## src/rtl/proc_ctrl_pkg.sv

```systemverilog
// Shared types for the processor sequencer: opcodes, ALU ops, FSM states, control bus.
// Latency: n/a (types only).
// Backpressure: n/a (types only).
package proc_ctrl_pkg;

    typedef enum logic [3:0] {
        OP_ADD  = 4'd0,
        OP_SUB  = 4'd1,
        OP_AND  = 4'd2,
        OP_OR   = 4'd3,
        OP_XOR  = 4'd4,
        OP_SHL  = 4'd5,
        OP_SHR  = 4'd6,
        OP_ADDI = 4'd7,
        OP_LD   = 4'd8,
        OP_ST   = 4'd9,
        OP_BZ   = 4'd10,
        OP_BNZ  = 4'd11,
        OP_JMP  = 4'd12,
        OP_JMPR = 4'd13,
        OP_LDPC = 4'd14,
        OP_HALT = 4'd15
    } opcode_t;

    typedef enum logic [2:0] {
        ALU_ADD  = 3'd0,
        ALU_SUB  = 3'd1,
        ALU_AND  = 3'd2,
        ALU_OR   = 3'd3,
        ALU_XOR  = 3'd4,
        ALU_SHL  = 3'd5,
        ALU_SHR  = 3'd6,
        ALU_PASS = 3'd7
    } alu_op_t;

    typedef enum logic [1:0] {
        ST_IDLE = 2'd0,
        ST_INIT = 2'd1,
        ST_RUN  = 2'd2,
        ST_FIN  = 2'd3
    } ctrl_state_t;

    typedef struct packed {
        logic    branch_rel_nz;
        logic    branch_rel_z;
        logic    branch_abs;
        logic    reg_write_en;
        logic    reg_sel;
        logic    lut_in;
        logic    mem_to_reg;
        logic    alu_src;
        logic    alu_sc_in;
        logic    read_mem;
        logic    write_mem;
        alu_op_t alu_op;
    } ctrl_bus_t;

endpackage

```

## src/rtl/proc_ctrl_instr_decode.sv

```systemverilog
// Instruction decoder: opcode/fcode -> datapath control bus.
// Latency: purely combinational, same cycle.
// Backpressure: none; output follows input every cycle.
// Ports: opcode (instr[8:5]), fcode (instr[0]) in; ctrl (ctrl_bus_t) out.
module proc_ctrl_instr_decode
    import proc_ctrl_pkg::*;
(
    input  logic [3:0] opcode,
    input  logic       fcode,
    output ctrl_bus_t  ctrl
);

    always_comb begin
        ctrl        = '0;
        ctrl.alu_op = ALU_ADD;
        case (opcode_t'(opcode))
            OP_ADD, OP_SUB, OP_AND, OP_OR, OP_XOR: begin
                ctrl.reg_write_en = 1'b1;
                // Opcodes 0..4 share their encoding with the ALU op.
                ctrl.alu_op       = alu_op_t'(opcode[2:0]);
            end
            OP_SHL, OP_SHR: begin
                // alu_op stays at its ADD default; fcode feeds the shift carry-in.
                ctrl.reg_write_en = 1'b1;
                ctrl.alu_sc_in    = fcode;
            end
            OP_ADDI: begin
                ctrl.reg_write_en = 1'b1;
                ctrl.alu_src      = 1'b1;
                ctrl.alu_op       = ALU_ADD;
            end
            OP_LD: begin
                ctrl.read_mem     = 1'b1;
                ctrl.mem_to_reg   = 1'b1;
                ctrl.reg_write_en = 1'b1;
            end
            OP_ST: begin
                ctrl.write_mem = 1'b1;
            end
            OP_BZ: begin
                ctrl.branch_rel_z = 1'b1;
                ctrl.alu_op       = ALU_PASS;
            end
            OP_BNZ: begin
                ctrl.branch_rel_nz = 1'b1;
                ctrl.alu_op        = ALU_PASS;
            end
            OP_JMP: begin
                ctrl.branch_abs = 1'b1;
            end
            OP_JMPR: begin
                ctrl.branch_abs = 1'b1;
                ctrl.lut_in     = 1'b1;
            end
            OP_LDPC: begin
                ctrl.reg_sel      = 1'b1;
                ctrl.reg_write_en = 1'b1;
            end
            OP_HALT: begin
                // Everything stays 0 so the final cycle cannot disturb state.
            end
        endcase
    end

endmodule

```

## src/rtl/proc_ctrl.sv

```systemverilog
// Processor sequencer: run handshake (start_req -> INIT -> RUN -> FIN/done), decode gating,
// watchdog and cycle counter. Latency: CTRL_* combinational in RUN; done/timeout one cycle after exit.
// Backpressure: none; start_req at any time (re)starts the run, RUN aborts on start_req.
// Ports: CLK, reset (async active-high), start_req, dp_done, opcode[3:0], fcode in;
//        dp_start, CTRL_* , done, timeout, cycle_count, perf_mem_cnt, perf_br_cnt out.
// Build option: define PROC_CTRL_PERF_EN to enable the LD/ST and branch perf counters
//        (otherwise both perf ports are tied to 0).
module proc_ctrl
    import proc_ctrl_pkg::*;
#(
    parameter int INIT_CYCLES = 2,
    parameter int CNT_W       = 16,
    parameter int MAX_CYCLES  = 60000
) (
    input  logic             CLK,
    input  logic             reset,
    input  logic             start_req,
    input  logic             dp_done,
    input  logic [3:0]       opcode,
    input  logic             fcode,
    output logic             dp_start,
    output logic             CTRL_branch_rel_nz,
    output logic             CTRL_branch_rel_z,
    output logic             CTRL_branch_abs,
    output logic             CTRL_reg_write_en,
    output logic             CTRL_reg_sel,
    output logic             CTRL_lut_in,
    output logic             CTRL_mem_to_reg,
    output logic             CTRL_alu_src,
    output logic             CTRL_alu_sc_in,
    output logic             CTRL_read_mem,
    output logic             CTRL_write_mem,
    output logic [2:0]       CTRL_alu_op,
    output logic             done,
    output logic             timeout,
    output logic [CNT_W-1:0] cycle_count,
    output logic [CNT_W-1:0] perf_mem_cnt,
    output logic [CNT_W-1:0] perf_br_cnt
);

    localparam int               INIT_W    = (INIT_CYCLES > 1) ? $clog2(INIT_CYCLES) : 1;
    localparam logic [INIT_W-1:0] INIT_LAST = INIT_W'(INIT_CYCLES - 1);
    localparam logic [CNT_W-1:0]  WD_LAST   = CNT_W'(MAX_CYCLES - 1);

    ctrl_state_t       state;
    logic [INIT_W-1:0] init_cnt;
    ctrl_bus_t         dec;
    ctrl_bus_t         ctrl;
    logic              go_init;
    logic              halt_op;
    logic              wd_hit;

    proc_ctrl_instr_decode instr_decode (
        .opcode (opcode),
        .fcode  (fcode),
        .ctrl   (dec)
    );

    // start_req from any state but INIT (re)enters INIT; in RUN this is an abort.
    assign go_init = start_req && (state != ST_INIT);
    assign halt_op = (opcode_t'(opcode) == OP_HALT);
    assign wd_hit  = (cycle_count == WD_LAST);

    // Decode only reaches the datapath in RUN, and never on an abort cycle.
    assign ctrl = ((state == ST_RUN) && !start_req) ? dec : '0;

    assign CTRL_branch_rel_nz = ctrl.branch_rel_nz;
    assign CTRL_branch_rel_z  = ctrl.branch_rel_z;
    assign CTRL_branch_abs    = ctrl.branch_abs;
    assign CTRL_reg_write_en  = ctrl.reg_write_en;
    assign CTRL_reg_sel       = ctrl.reg_sel;
    assign CTRL_lut_in        = ctrl.lut_in;
    assign CTRL_mem_to_reg    = ctrl.mem_to_reg;
    assign CTRL_alu_src       = ctrl.alu_src;
    assign CTRL_alu_sc_in     = ctrl.alu_sc_in;
    assign CTRL_read_mem      = ctrl.read_mem;
    assign CTRL_write_mem     = ctrl.write_mem;
    assign CTRL_alu_op        = ctrl.alu_op;

    always_ff @(posedge CLK or posedge reset) begin
        if (reset) begin
            state       <= ST_IDLE;
            init_cnt    <= '0;
            dp_start    <= 1'b0;
            done        <= 1'b0;
            timeout     <= 1'b0;
            cycle_count <= '0;
        end else if (go_init) begin
            state       <= ST_INIT;
            init_cnt    <= '0;
            dp_start    <= 1'b1;
            done        <= 1'b0;
            timeout     <= 1'b0;
            cycle_count <= '0;
        end else begin
            case (state)
                ST_INIT: begin
                    if (init_cnt != INIT_LAST) begin
                        init_cnt <= init_cnt + INIT_W'(1);
                    end
                    if (!start_req && (init_cnt >= INIT_LAST)) begin
                        state    <= ST_RUN;
                        dp_start <= 1'b0;
                    end
                end
                ST_RUN: begin
                    if (cycle_count != '1) begin
                        cycle_count <= cycle_count + CNT_W'(1);
                    end
                    if (halt_op || dp_done || wd_hit) begin
                        state   <= ST_FIN;
                        done    <= 1'b1;
                        // A HALT landing on the watchdog cycle is a clean finish.
                        timeout <= wd_hit && !halt_op;
                    end
                end
                default: begin
                    // IDLE and FIN hold until start_req (handled above).
                end
            endcase
        end
    end

`ifdef PROC_CTRL_PERF_EN
    logic [CNT_W-1:0] mem_cnt;
    logic [CNT_W-1:0] br_cnt;

    always_ff @(posedge CLK or posedge reset) begin
        if (reset) begin
            mem_cnt <= '0;
            br_cnt  <= '0;
        end else if (go_init) begin
            mem_cnt <= '0;
            br_cnt  <= '0;
        end else if (state == ST_RUN) begin
            if ((ctrl.read_mem || ctrl.write_mem) && (mem_cnt != '1)) begin
                mem_cnt <= mem_cnt + CNT_W'(1);
            end
            if ((ctrl.branch_rel_z || ctrl.branch_rel_nz || ctrl.branch_abs) && (br_cnt != '1)) begin
                br_cnt <= br_cnt + CNT_W'(1);
            end
        end
    end

    assign perf_mem_cnt = mem_cnt;
    assign perf_br_cnt  = br_cnt;
`else
    assign perf_mem_cnt = '0;
    assign perf_br_cnt  = '0;
`endif

endmodule

```

## config.mk

```make
export PLATFORM = sky130hd
export DESIGN_NAME = proc_ctrl
export DESIGN_NICKNAME = d
export VERILOG_FILES = /design/src/rtl/proc_ctrl_pkg.sv /design/src/rtl/proc_ctrl_instr_decode.sv /design/src/rtl/proc_ctrl.sv
export SDC_FILE = /design/constraint.sdc
export NUM_CORES = 1
export LEC_CHECK = 0
export BUFFER_PORTS_ARGS = -buffer_cell sky130_fd_sc_hd__buf_4
export CORE_ASPECT_RATIO = 1.5
export CORE_MARGIN = 2
export CORE_UTILIZATION = 52
export DETAILED_ROUTE_END_ITERATION = 10
export HOLD_SLACK_MARGIN = 0.08
export PLACE_DENSITY = 0.85
export SLEW_MARGIN = 20
export SYNTH_ARGS = -nofsm -noshare
export SYNTH_HDL_FRONTEND = slang
export SYNTH_HIERARCHICAL = 1
export SYNTH_SLANG_ARGS = --single-unit
```

## constraint.sdc

```tcl
create_clock -name CLK -period 3.49 [get_ports CLK]
set_clock_uncertainty 0.15 [all_clocks]
set_input_delay 0.349 -clock CLK [delete_from_list [all_inputs] [get_ports CLK]]
set_output_delay 0.349 -clock CLK [all_outputs]
set_load 0.05 [all_outputs]
```

Word-level counts from Yosys, hierarchy flattened
Cells that the tools add are included.
- flip-flop bits (word level): 22
- output and inout port bits: 65
- memory bits (read-only): 0
- bits in latches: 0
- memories kept: 0
- logic and storage cells: 86
- bits in writable memories: 0
- bitwise operators: 0
- $mul: 0
- shift operators: 0
- $lt $le $gt $ge: 1
- $add $sub $neg: 2
- eq/ne operators: 22
- reductions and logical operators: 24
- mux-type cells: 31
- divide/modulo/power cells: 0
- operators with widths (operator ; count):
    16-bit 2-to-1 mux ; 3
    4-bit equality test (second input constant) ; 8
    1-bit 2-to-1 mux ; 22
    16-bit by 1-bit adder with 16-bit output (second input constant) ; 1
    16-bit equality test (second input constant) ; 1
    4-bit by 3-bit equality test with 1-bit output (second input constant) ; 4
    16-bit != test (second input constant) ; 1
    14-bit 2-to-1 mux ; 1
    2-bit nonzero test ; 5
    10-bit OR reduction ; 1
    4-bit by 2-bit equality test with 1-bit output (second input constant) ; 2
    2-bit 2-to-1 mux ; 3
    3-bit case mux with 2 select lines ; 1
    2-bit AND reduction ; 3
    2-bit OR reduction ; 3
    5-bit OR reduction ; 1
    4-bit by 1-bit equality test with 1-bit output (second input constant) ; 1
    1-bit logical AND ; 4
    4-bit zero test ; 1
    2-bit case mux with 2 select lines ; 1
    3-bit by 2-bit != test with 1-bit output (second input constant) ; 1
    3-bit != test (second input constant) ; 1
    3-bit AND reduction ; 1
    3-bit nonzero test ; 1
    7 further kinds ; 9

Logic depth before layout (Yosys ltp)
- depth in word-level cells: 6
- depth in mapped cells: 6
- depth with buffers taken out: 5

By module
Netlist, hierarchy kept.
- by module, submodules not included (module ; area an instance (µm²) ; times used ; cells each ; sequential area each (µm²)):
    proc_ctrl ; 1670.4 ; 1 ; 194 ; 550.5
    proc_ctrl_instr_decode ; 147.6 ; 1 ; 26 ; 0.0

Worst setup path before layout
OpenSTA, ideal clock, no wires.
- kind: register -> register
- start: register cycle_count[0]
- end: register cycle_count[1]
- arrival time: 1.984 ns
- buffers on the path: 0
- cell stages (with the launch flop): 6
- slack: 1.234 ns
- library setup time: 0.122 ns
- required time: 3.218 ns
- cell sequence: dfrtp_1 > ha_1 > nand3_4 > nor4_4 > nand2_1 > a32o_1
- longest elaborated chain between the ends: 4
- elaborated cells on any way between the ends: 7
- classes of those cells: add/sub: 1; eq/ne: 1; mux: 3; reduce/logical: 2
- ends and longest elaborated chain (what ; RTL line ; RTL):
    start: declaration ; proc_ctrl.sv:36 ; output logic [CNT_W-1:0] cycle_count,
    start signal: assignment ; proc_ctrl.sv:108 ; cycle_count <= cycle_count + CNT_W'(1);
    16-bit by 1-bit adder with 16-bit output ; proc_ctrl.sv:108 ;
    16-bit 2-to-1 mux ; proc_ctrl.sv:107 ; if (cycle_count != '1) begin
    16-bit 2-to-1 mux ; proc_ctrl.sv:96 ; case (state)
    16-bit 2-to-1 mux ; proc_ctrl.sv:88 ; end else if (go_init) begin
Parallel ways exist; a longest one is shown, timed or not. The select of a mux whose other input is x is not followed.
A chain may end at the register's enable or synchronous reset.

Worst setup path in the final report
- start: register state[0]
- end: output CTRL_alu_op[2]
- longest elaborated chain between the ends: 3
- ends and longest elaborated chain (what ; RTL line ; RTL):
    start: declaration ; proc_ctrl.sv:45 ; ctrl_state_t state;
    start signal: assignment ; proc_ctrl.sv:82 ; state <= ST_IDLE;
    start signal: assignment ; proc_ctrl.sv:89 ; state <= ST_INIT;
    start signal: assignment ; proc_ctrl.sv:102 ; state <= ST_RUN;
    2-bit equality test ; proc_ctrl.sv:65 ; assign ctrl = ((state == ST_RUN) && !start_req) ? dec : '0;
    1-bit logical AND ; proc_ctrl.sv:65 ;
    14-bit 2-to-1 mux ; proc_ctrl.sv:65 ;
    end: declaration ; proc_ctrl.sv:33 ; output logic [2:0] CTRL_alu_op,
No other way between the ends.

==> metrics.yaml <==
timing:
  fin_crit_sh_pct: 71.7
  setup_viol: 0
  relSlewSlack_pct: 43.9
  worst_pin_slew_ns: 0.840
  fin_crit_ns: 2.50
  timing.fmax_mhz: 400
  hold_viol_final: 0
  tns_ns: 0
  grt_setup_unrepaired: "false"
  drv_slew: 0
route:
  vias_per_cell: 5.76
  ant_nets: 0
  drc: 0
  vias: 1705
  totalWireLength_um: 4170
  first_pass_iters: 4
  route.detailed.wl_per_inst_um: 14.1
  drtIter0Drc: 81
cts:
  root_buffer: "clkbuf_8"
  tritoncts: "done"
  post_cts.repair.setup_buffers: 0
  cts_buffers: 3
  cts_buffer_depth: 2
  clk_pin_slew_ns: 0.08
  cts_resized: 0
  clk_latency_ns: 0.26
  cts.htree.levels: 1
  postCtsHoldBufs: 0
  numClockSinks: 22
yosys:
  synth_edf_count: 0
  netlist_area_um2: 1820
  synth.avg_cell_area_um2: 8.26
  synthDistinctLibCells: 53
  async_reset_ff_share_pct: 100
  seq_area_frac_synth_pct: 30.3
  yosys_warnings: 6
  synthFlopType: "dfrtp_1"
  syn_inst: 220
  synth_seq_cells: 22
critical_path:
  r2r.worst_path.cells: 5
  endpoint: "CTRL_alu_op[2]"
  crit_slowest_cell: "nor3b_2"
  cp_max_fo: 15
  cp-end-kind: "primary output"
  crit_path_frequent_cell: "buf_4"
  startpoint_type: "flop"
  cp.arrival_ns: 2.00
  critPathKind: "flop to primary output"
  worstPathCellList: "nor3b_2, buf_4, and2_1, buf_4"
  reg2reg_setup_slack_ns: 1.31
  rr_startpoint: "cycle_count[0]"
  critical-path-max-stage-delay_ns: 0.60
  r2r-end: "cycle_count[14]"
  cp.required_ns: 2.99
  cp-startpoint: "state[0]"
run_status:
  status: "complete, no violations"
grt:
  gr-total-overflow: 0
  grt_pass1_wl_um: 6890
  met2_usage_pct: 37.6
  grt_pass1_vias: 1505
  top_usage_layer: "met2"
  use_met3_pct: 1.57
  grt_max_degree: 23
  grtUsageTotal_pct: 21.6
  antenna_found_initial: 0
  met1_usage_pct: 27.0
flow_run:
  maxCapViolations: 0
floorplan:
  dieArea_um2: 3990
  initial_utilization_pct: 53.7
  io_pins: 74
  die_y_um: 76.4
  rows: 26
  die_w_um: 52.3
  core_area_um2: 3380
finish:
  multi_input_area_um2: 1060
  final_util_pct: 60.7
  final_cell_mix: "buf_4 (42), conb_1 (32), dfrtp_1 (22), nand2_1 (21), and2_1 (14)"
  fill_cells: 311
  nets: 266
  drive_gt1_share_pct: 20.1
  diodes: 0
  syn_to_final_growth_pct: 12.9
  seqCellArea_um2: 551
  final_common_cell: "buf_4"
pwr:
  power_per_cell_area_nw_per_um2: 418
  peakVddDrop_v: 0.000240
  leakagePower_nw: 0.996
placed_design:
  portBuffers: 41
  gp_congestion: 0.918
  dpl.hpwl_um: 3130
worst_hold_path:
  min_path_type: "input port to async pin"
per-layer routing:
layer,up-vias,wire length (um)
met4,0,107
met2,103,2140
met1,794,1580
met3,13,342
met5,-,0
li1,795,-
worst max-delay path: cells and delay by family (launching register included):
kind	cells	cell delay, ns
flops	1	0.52
buf+inv	2	0.47
simple gates	2	0.74
where the power goes:
part / internal [W] / leakage [nW] / total [W] / switching (W)
clock network: 0.0000770 / 0.0216 / 0.000156 / 0.0000791
registers: 0.000287 / 0.286 / 0.000346 / 0.0000585
logic: 0.0000917 / 0.688 / 0.000355 / 0.000264
layout make-up:
cell class                 instances  share of cell area, %
multi-input combinational        178                   51.6
tap                               42                   2.56
clock buffer                       3                   2.01
timing repair buffer              42                   15.4
inverter                           9                   1.65
sequential                        22                   26.8
cells in the mapped netlist, types with 2 or more instances:
library cell,number,area (um2)
nand3_1,6,30.0
nor2b_1,2,12.5
nor2_1,13,48.8
o311ai_0,2,17.5
o21ai_0,8,40.0
buf_4,33,248
and2_1,14,87.6
nand2_1,21,78.8
nand2b_1,8,50.1
nand4_1,4,25.0
a41oi_1,2,17.5
nor3_1,3,15.0
a2bb2oi_1,2,17.5
and3_1,4,25.0
a21oi_1,11,55.1
a31oi_1,5,31.3
o21bai_1,2,15.0
a21o_1,2,15.0
a211o_1,3,26.3
a32o_1,2,20.0
nor4_1,2,12.5
nor4_4,2,42.5
dfrtp_1,22,551
nor3b_1,2,15.0
o211ai_1,2,15.0
or4_1,2,15.0
inv_1,9,33.8
buf_2,5,25.0
clkbuf_1,3,11.3
through the flow:
step                hold slack [ns]  total power [W]  cell area (um2)  std cells  setup WS (ns)
finish                        0.106         0.000857             2050        296          0.989
CTS                           0.141         0.000860             2050        296           1.02
global placement              0.316         0.000699             2010        293           1.29
detailed placement            0.328         0.000703             2010        293           1.31
floorplan                     0.188         0.000641             1930        251           1.23
global route                  0.186         0.000906             2050        296          0.896
flip-flops by register name, indices dropped and copies added (netlist names):
signal       flops
cycle_count     16
dp_start         1
done             1
timeout          1
init_cnt         1
state            2
worst min path at each step:
stage,endpoint,depth (start not counted),slack [ns]
after CTS,cycle_count[9],2,0.14
after detailed placement,done,2,0.33
after global placement,done,2,0.32
after global routing,cycle_count[0],2,0.19
after floorplan,cycle_count[0],1,0.19
final,done,2,0.11
cell families after synthesis:
kind of cell,share of synthesized area (%)
and+or+nand+nor,30.0
AOI/OAI and AO/OA,19.7
buffers and inverters,18.1
DFF,30.3
adders and majority gates,0.688
other,0.206
xor gates and xnor gates,0.482
muxes,0.551
(Power assumes the default switching activity.)
